### config.mk
export PLATFORM = sky130hd
export DESIGN_NAME = lfsr_gen
export DESIGN_NICKNAME = d
export VERILOG_FILES = /design/src/rtl/lfsr_gen.sv
export SDC_FILE = /design/constraint.sdc
export NUM_CORES = 1
export LEC_CHECK = 0
export ABC_CLOCK_PERIOD_IN_PS = 2700
export CAP_MARGIN = 30
export CORE_ASPECT_RATIO = 0.5
export CORE_MARGIN = 8
export CORE_UTILIZATION = 25
export CTS_CLUSTER_SIZE = 8
export DETAILED_ROUTE_END_ITERATION = 6
export PLACE_DENSITY = 0.43
export SLEW_MARGIN = 0
export SYNTH_ARGS = -nofsm -noshare
export SYNTH_HDL_FRONTEND = slang
export SYNTH_SLANG_ARGS = --single-unit
### constraint.sdc
create_clock -name clk -period 2.7 [get_ports clk]
set_clock_uncertainty 0.15 [all_clocks]
set_input_delay 0.405 -clock clk [delete_from_list [all_inputs] [get_ports clk]]
set_output_delay 0.405 -clock clk [all_outputs]
set_load 0.02 [all_outputs]
### src/rtl/lfsr_gen.sv
// Parametrised Galois LFSR with seed load, enable, all-zero lockup recovery
// and on-line measurement of the sequence period.
module lfsr_gen #(
    parameter int unsigned      WIDTH = 4,
    parameter logic [WIDTH-1:0] POLY  = WIDTH'(4'hE),
    parameter logic [WIDTH-1:0] SEED  = WIDTH'(4'hF)
) (
    input  logic             clk,
    input  logic             rst,
    input  logic             en,
    input  logic             load,
    input  logic [WIDTH-1:0] seed_in,
    output logic [WIDTH-1:0] q,
    output logic             serial_out,
    output logic             lockup,
    output logic             period_done,
    output logic [WIDTH-1:0] period_len,
    output logic [WIDTH-1:0] step_cnt
);

    localparam int unsigned      MSB  = WIDTH - 1;
    localparam logic [WIDTH-1:0] ONE  = WIDTH'(1);
    localparam logic [WIDTH-1:0] TAPS = {POLY[MSB:1], 1'b0};

    logic [WIDTH-1:0] start_ref;
    logic [WIDTH-1:0] nxt;
    logic [WIDTH-1:0] q_d;
    logic [WIDTH-1:0] start_ref_d;
    logic [WIDTH-1:0] step_cnt_d;
    logic [WIDTH-1:0] period_len_d;
    logic             lockup_d;
    logic             period_done_d;

    // One Galois step: rotate left, then fold the feedback bit into the tapped stages.
    always_comb begin
        nxt = {q[MSB-1:0], q[MSB]} ^ (TAPS & {WIDTH{q[MSB]}});
    end

    always_comb begin
        q_d           = q;
        start_ref_d   = start_ref;
        step_cnt_d    = step_cnt;
        period_len_d  = period_len;
        lockup_d      = 1'b0;
        period_done_d = 1'b0;
        if (load) begin
            q_d         = seed_in;
            start_ref_d = seed_in;
            step_cnt_d  = '0;
        end else if (en) begin
            if (q == '0) begin
                // All-zero state is a fixed point of the step; escape by reseeding.
                q_d         = SEED;
                start_ref_d = SEED;
                step_cnt_d  = '0;
                lockup_d    = 1'b1;
            end else begin
                q_d = nxt;
                if (nxt == start_ref) begin
                    period_done_d = 1'b1;
                    period_len_d  = step_cnt + ONE;
                    step_cnt_d    = '0;
                end else begin
                    step_cnt_d = step_cnt + ONE;
                end
            end
        end
    end

    always_ff @(posedge clk) begin
        if (rst) begin
            q           <= SEED;
            start_ref   <= SEED;
            step_cnt    <= '0;
            period_len  <= '0;
            lockup      <= 1'b0;
            period_done <= 1'b0;
        end else begin
            q           <= q_d;
            start_ref   <= start_ref_d;
            step_cnt    <= step_cnt_d;
            period_len  <= period_len_d;
            lockup      <= lockup_d;
            period_done <= period_done_d;
        end
    end

    assign serial_out = q[MSB];

endmodule

# [Yosys cells after proc, flatten, opt, wreduce, memory -nomap -nowiden]
# Cells that the tools add are included.
[totals] latchBits=0 input_bits=8 ff_bits=18 ramBits=0 out_inout_bits=15 wordCells=30 mem_count=0 mem_bits_ro=0
[classes] multipliers=0 n_eq_ne=1 magnitude_cmp=0 bitwise_logic=4 addsub=1 muxes=10 div_mod_pow=0 n_shift=0 reduce_logical=8
[op_table] op="$mux W4" count=8
[op_table] op="$add A4 B1 Y4 const B" count=1
[op_table] op="$eq A4 B4 Y1" count=1
[op_table] op="$logic_not A4 Y1" count=1
[op_table] op="$reduce_and A4 Y1" count=1
[op_table] op="$reduce_bool A2 Y1" count=2
[op_table] op="$reduce_or A4 Y1" count=1
[op_table] op="$xor A4 B4 Y4" count=1
[op_table] op="$not A1 Y1" count=3
[op_table] op="$reduce_or A3 Y1" count=1
[op_table] op="$mux W1" count=2
[op_table] op="$reduce_and A2 Y1" count=1
[op_table] op="$reduce_or A2 Y1" count=1

# [Depth between registers and ports, before layout]
# Gate-level depths: netlist of the first run.
[depth] depth_word=4 mapped_depth=7 mapped_depth_nobuf=6

# [Worst setup path after synthesis of the first run]
# No wires, ideal clock.
[synth_path] path_type="reg-to-reg" start="reg q[3]" end="reg period_len[0]" path_stages_with_launch=8 arrival_ps=2229 n_path_buf=1 setup_time_ps=121 period_less_slack_ps=2500 required_time_ps=2429 setup_slack_ps=200 cell_sequence="dfxtp_1 -> buf_2 -> inv_1 -> ha_1 -> xor2_1 -> or4_4 -> a21oi_4 -> mux2_2"
[synth_via] elab_chain_len=3 elab_cells_between_ends=5 cone_classes="eq/ne: 1; bitwise: 2; reduce/logical: 2"
[synth_rtl] item="from (decl)" line="13" source="output logic [WIDTH-1:0] q,"
[synth_rtl] item="from (signal assigned)" line="79" source="q <= q_d;"
[synth_rtl] item="$xor A4 B4 Y4 or $logic_not A4 Y1 (tied branches)" line="36, 51"
[synth_rtl] item="$eq A4 B4 Y1 or $not A1 Y1 (tied branches)"
[synth_rtl] item="$reduce_and A4 Y1 (no line) *"
[synth_rtl] item="to (signal assigned)" line="82" source="period_len <= period_len_d;"
[synth_rtl] item="to (decl)" line="17" source="output logic [WIDTH-1:0] period_len,"
# Mark *: on every way between the ends. The rest lies on a longest branch, timed or not.
# A chain may end at the register's enable or synchronous reset.

# [Worst setup path after layout of the first run]
[layout_path] start="reg q[2]" end="reg period_len[0]"
# The elaborated chain is that of the path after synthesis.

==> flow_summary.toml, run 1 <==
[run_status]
status = "complete, no violations"

[detailed_routing]
firstDrtPassIters = 4
via_count = 781
routed_wirelength_mm = 2.25
drt_iter0_drc = 18
viasPerCell = 4.34
avgRoutedWirePerCell_um = 12.5
ant_nets = 0
drc = 0

[synthesis]
ys_seq_elements = 18
post-synth-top-area-fraction_pct = 40.3
yosys.area.top_type = "dfxtp_1"
synthArstFlopShare_pct = 0
synth-main-ff-cell = "dfxtp_1"
synth_area_sq_um = 895
synth_area_leaders = "dfxtp_1 40%, nor2_1 7.6%, o21bai_1 5.0%, mux2_2 3.8%, xnor2_1 2.9%"
synth_cell_type_count = 33
synth-seq-area-share_pct = 40.3
syn_avg_cell_area_sq_um = 8.60
yosysWarnings = 0
syn_inst = 104
syn-num-nets = 114
synth_edf_count = 0
synth_common_cells = "18 x dfxtp_1, 18 x nor2_1, 6 x inv_1, 6 x nand2_1, 6 x o21bai_1"

[sta]
rsz0062_at_grt = "no"
maxSlewViolCount = 0
tightestPinTransition_ns = 0.515
min_period_ns = 2.29
fin_ws_ns = 0.410
slew_headroom_pct = 65.4
tns_ns = 0
finalCritPeriodShare_pct = 84.8
final_hold_viol_count = 0
max_freq_mhz = 437
setup_viol = 0

[final_layout]
final_area_sq_um = 1240
final_nets = 140
drive_above_1_share_pct = 10.9
multi_input_comb_area_sq_um = 488
final_util_pct = 36.1
antenna_cells = 0
regArea_sq_um = 360
area_growth_pct = 38.6
fill_cells = 371

[power_and_ir_drop]
p_int_uw = 451
power_switching_share_pct = 25.0
finalPower_uw = 602
p_switching_uw = 151
ir_worst_vdd_mv = 0.174
leakagePower_nw = 0.490
p_seq_share_pct = 47.2
p_comb_share_pct = 15.9
clock_power_share_pct = 36.9
power_per_cell_area_nw_per_um2 = 486

[critical_path]
cp.arrival_ns = 2.29
path_class = "flip-flop to flip-flop"
start_kind = "flip-flop"
endpoint_kind = "flip-flop"
worstPathRequired_ns = 2.70
cp_max_fo = 5

[clock_network]
cts_tree = "built"
postCtsHoldBufs = 0
ctsLongestPathBuffers = 2
htreeDepth = 1
clkLatencyLatePin_ns = 0.25
clkTransAtPathRegs_ns = 0.07
root_buffer = "clkbuf_8"
post-cts-setup-buffer-count = 0
cts-resized-gates = 0
clock-sinks = 18
cts_buffers = 3

[floorplan]
io_pins = 23
dieWidth_um = 101
start_util_pct = 26.0
die_y_um = 58.3
dieArea_sq_um = 5860
rows = 15
coreArea_sq_um = 3430

[global_route]
antenna_found_initial = 0
grt-ovfl-total = 0
grt_use_total_pct = 8.64
grt_start_max_net_pins = 16
grt_pass1_vias = 859
grt_pass1_wl_mm = 4.08

[job]
max_cap_viol_count = 0

[placement]
placed_area_sq_um = 1180
preCtsSetupSlack_ns = 0.424
dp_hpwl_mm = 1.75
numPortBuffers = 22
place_congestion = 0.760

[worst_hold_path]
hold_path_class = "flip-flop to flip-flop"
worst paths after layout:
kind	slack, ns	endpoint	from	cells past startpoint
worst max register to register	0.41	period_len[0]	q[2]	6
worst min register to register	0.32	period_len[1]	period_len[1]	2
worst max-delay path	0.41	period_len[0]	q[2]	6
worst min-delay path	0.32	period_len[1]	period_len[1]	2
power groups by stage:
stage / Combinational (mW) / Sequential [mW] / Clock (mW)
2_1_floorplan: 0.0500 / 0.296 / 0
3_3_place_gp: 0.0974 / 0.290 / 0
3_5_place_dp: 0.0965 / 0.291 / 0
4_1_cts: 0.0968 / 0.284 / 0.230
5_1_grt: 0.106 / 0.286 / 0.244
6_report: 0.0957 / 0.284 / 0.222
registers in the layout, summed over array words and instances (netlist names):
register,flops
q,4
step_cnt,4
start_ref,4
period_done,1
lockup,1
period_len,4
through the flow:
step           hold slack, ns  instances
4_1_cts                 0.329        180
2_1_floorplan           0.315        104
3_5_place_dp            0.309        176
6_report                0.324        180
5_1_grt                 0.365        180
3_3_place_gp            0.328        176
routing by layer:
metal | share of wire [%] | track usage (%) | vias to the layer above
met5 | 0 | 0 | -
met4 | 1.4 | 2.55 | 0
met3 | 5.1 | 3.29 | 2
met2 | 46 | 14.6 | 14
met1 | 48 | 9.97 | 359
li1 | - | - | 406
worst max-delay path: stages (launching register included):
cell and delay [ns]:
dfxtp_1 0.33, inv_1 0.06, ha_1 0.32, xor2_1 0.16, or4_4 0.58, a21oi_4 0.22
mux2_2 0.36
cell type report:
type                            instances  area share, %
Clock buffer                            4           4.44
Timing Repair Buffer                   26           20.2
Multi-Input combinational cell         75           39.4
Sequential cell                        18           29.1
Tap cell                               51           5.15
Inverter                                6           1.82
cell usage in the layout (no fill, tap or decap):
master / instances
o21ai_0: 5
and3_1: 2
clkdlybuf4s50_1: 22
dfxtp_1: 18
nand4b_1: 1
or4_4: 1
nor3b_1: 1
a31oi_1: 1
a21o_1: 1
a311oi_1: 2
o22ai_1: 1
inv_1: 6
clkbuf_8: 4
xor2_1: 2
a21boi_0: 1
a41oi_1: 1
nor2b_1: 4
buf_4: 4
nand2b_1: 3
ha_1: 2
a211o_1: 1
mux2i_1: 2
xnor2_1: 3
a21oi_4: 1
nand3_1: 3
or3b_2: 1
o21bai_1: 6
mux2_2: 3
nand4_1: 1
nor3_1: 1
nand2_1: 6
a211oi_1: 1
nor2_1: 18
cell families (layout without fill, tap and decap cells):
group / count (synthesis) / after routing / synth area share [%]
simple gates: 42 / 42 / 23.4
buf+inv: 11 / 36 / 5.17
compound gates: 21 / 21 / 17.5
fa+ha+maj: 2 / 2 / 2.80
xor+xnor: 5 / 5 / 4.90
flops: 18 / 18 / 40.3
mux: 5 / 5 / 6.01
(Power assumes the default switching activity.)
==> run 2: changes to the inputs <==
--- a/config.mk
+++ b/config.mk
@@ -5,7 +5,7 @@
 export SDC_FILE = /design/constraint.sdc
 export NUM_CORES = 1
 export LEC_CHECK = 0
-export ABC_CLOCK_PERIOD_IN_PS = 2700
+export ABC_CLOCK_PERIOD_IN_PS = 2150
 export CAP_MARGIN = 30
 export CORE_ASPECT_RATIO = 0.5
 export CORE_MARGIN = 8
==> constraint.sdc (replaced) <==
create_clock -name clk -period 2.15 [get_ports clk]
set_clock_uncertainty 0.15 [all_clocks]
set_input_delay 0.3225 -clock clk [delete_from_list [all_inputs] [get_ports clk]]
set_output_delay 0.3225 -clock clk [all_outputs]
set_load 0.02 [all_outputs]
==> flow_summary.toml, run 2 (synthesis results as in run 1) <==
[critical_path]
reg2reg_slack_ns = 0.08
cp_slowest_stage_delay_ns = 0.50
worstPathRequired_ns = 2.14
start_kind = "flip-flop"
cp_cell_sequence = "inv_2 > ha_4 > xor2_1 > or4_4 > a21oi_4 > mux2_4"
endpoint_kind = "flip-flop"
cp_max_fo = 4
path_buf_inv = 1
critPathTopFamily = "simple AND/OR/NAND/NOR gates"
rr_worst_depth = 6
cpMaxStageDelayCell = "or4_4"
cp.arrival_ns = 2.06
worst-path-stages = 6
path_class = "flip-flop to flip-flop"

[worst_hold_path]
hold_path_class = "flip-flop to flip-flop"
holdPathStages = 2

[sta]
setup_viol = 0
fin_ws_ns = 0.0776
finalCritPeriodShare_pct = 96.4
final_hold_viol_count = 0
maxSlewViolCount = 0
slew_headroom_pct = 69.2
rsz0062_at_grt = "no"
max_freq_mhz = 483
min_period_ns = 2.07
tns_ns = 0
tightestPinTransition_ns = 0.461

[power_and_ir_drop]
p_comb_share_pct = 17.7
p_seq_share_pct = 46.6
ir_worst_vdd_mv = 0.206
power_switching_share_pct = 24.5
power_per_cell_area_nw_per_um2 = 579
p_int_uw = 575
p_switching_uw = 187
leakagePower_nw = 0.515
clock_power_share_pct = 35.8
finalPower_uw = 762

[global_route]
grt_use_total_pct = 8.62
antenna_found_initial = 0
grt_pass1_wl_mm = 4.02
grt_start_max_net_pins = 17
grt-ovfl-total = 0
grt_pass1_vias = 862

[floorplan]
coreArea_sq_um = 3430
rows = 15
dieArea_sq_um = 5860
io_pins = 23
die_y_um = 58.3
dieWidth_um = 101
start_util_pct = 26.0

[run_status]
status = "complete, no violations"

[clock_network]
cts_buffers = 3
clock-sinks = 18
ctsLongestPathBuffers = 2
cts_tree = "built"
htreeDepth = 1
clkLatencyLatePin_ns = 0.25
root_buffer = "clkbuf_8"
clkTransAtPathRegs_ns = 0.07

[placement]
place_congestion = 0.705
dp_hpwl_mm = 1.83
dp_cells = 181
preCtsSetupSlack_ns = 0.0166
numPortBuffers = 22

[final_layout]
area_growth_pct = 47.1
drive_above_1_share_pct = 18.5
antenna_cells = 0
final_cell_count_no_fill = 186
final_cell_mix = "22 x clkdlybuf4s50_1, 18 x nor2_1, 16 x dfxtp_1"
final_util_pct = 38.3
regArea_sq_um = 365
final_nets = 146
final_common_cell = "clkdlybuf4s50_1"
fill_cells = 363
multi_input_comb_area_sq_um = 512

[detailed_routing]
firstDrtPassIters = 4
avgRoutedWirePerCell_um = 12.4
ant_nets = 0
drt_iter0_drc = 39
routed_wirelength_mm = 2.32
viasPerCell = 4.26
drc = 0
via_count = 793

[job]
max_cap_viol_count = 0
[run 2: cell types whose count changed in the layout (fill, tap and decap cells not counted), sizes merged]
cell and delta:
buf +6
[run 2: layout make-up]
class | count | share of cell area [%]
multi-input combinational | 75 | 38.9
tap | 51 | 4.85
clock buffer | 4 | 4.18
sequential | 18 | 27.8
timing repair buffer | 32 | 22.4
inverter | 6 | 1.90
[run 2: what timing repair did]
action	CTS	global route
hold endpoints to repair	0	0
gates resized for setup	0	1
hold buffers	0	0
endpoints found under the setup margin	0	3
setup buffers	0	1
[run 2: worst paths after layout]
kind | startpoint | end
setup / recovery | q[2] | period_len[0]
hold / removal | period_len[1] | period_len[1]
setup reg to reg | q[2] | period_len[0]
hold reg to reg | period_len[1] | period_len[1]
[run 2: metal layers]
| layer | up-vias | global-route usage, % | wire length [um] |
|---|---|---|---|
| li1 | 422 | - | - |
| met1 | 356 | 10.5 | 1150 |
| met2 | 13 | 14.2 | 1020 |
| met3 | 2 | 2.82 | 113 |
| met4 | 0 | 2.55 | 27 |
| met5 | - | 0 | 0 |
[run 2: worst min-delay path, delay by kind of cell, from the launching register on]
family	cells	cell delay (ns)
flip-flops	1	0.31
multiplexers	1	0.06
AND/OR/NAND/NOR	1	0.07
[run 2: power groups by stage]
| stage | Sequential [mW] | Clock [mW] | Combinational (mW) |
|---|---|---|---|
| after floorplan | 0.372 | 0 | 0.0694 |
| after global placement | 0.362 | 0 | 0.137 |
| after detailed placement | 0.362 | 0 | 0.136 |
| after CTS | 0.354 | 0.290 | 0.136 |
| after global routing | 0.356 | 0.304 | 0.149 |
| final | 0.355 | 0.273 | 0.134 |
[run 2: per-stage QoR]
stage	area, sq um	hold WS, ns
floorplan	932	0.294
global placement	1250	0.347
detailed placement	1250	0.324
CTS	1310	0.345
global route	1320	0.380
finish	1320	0.338
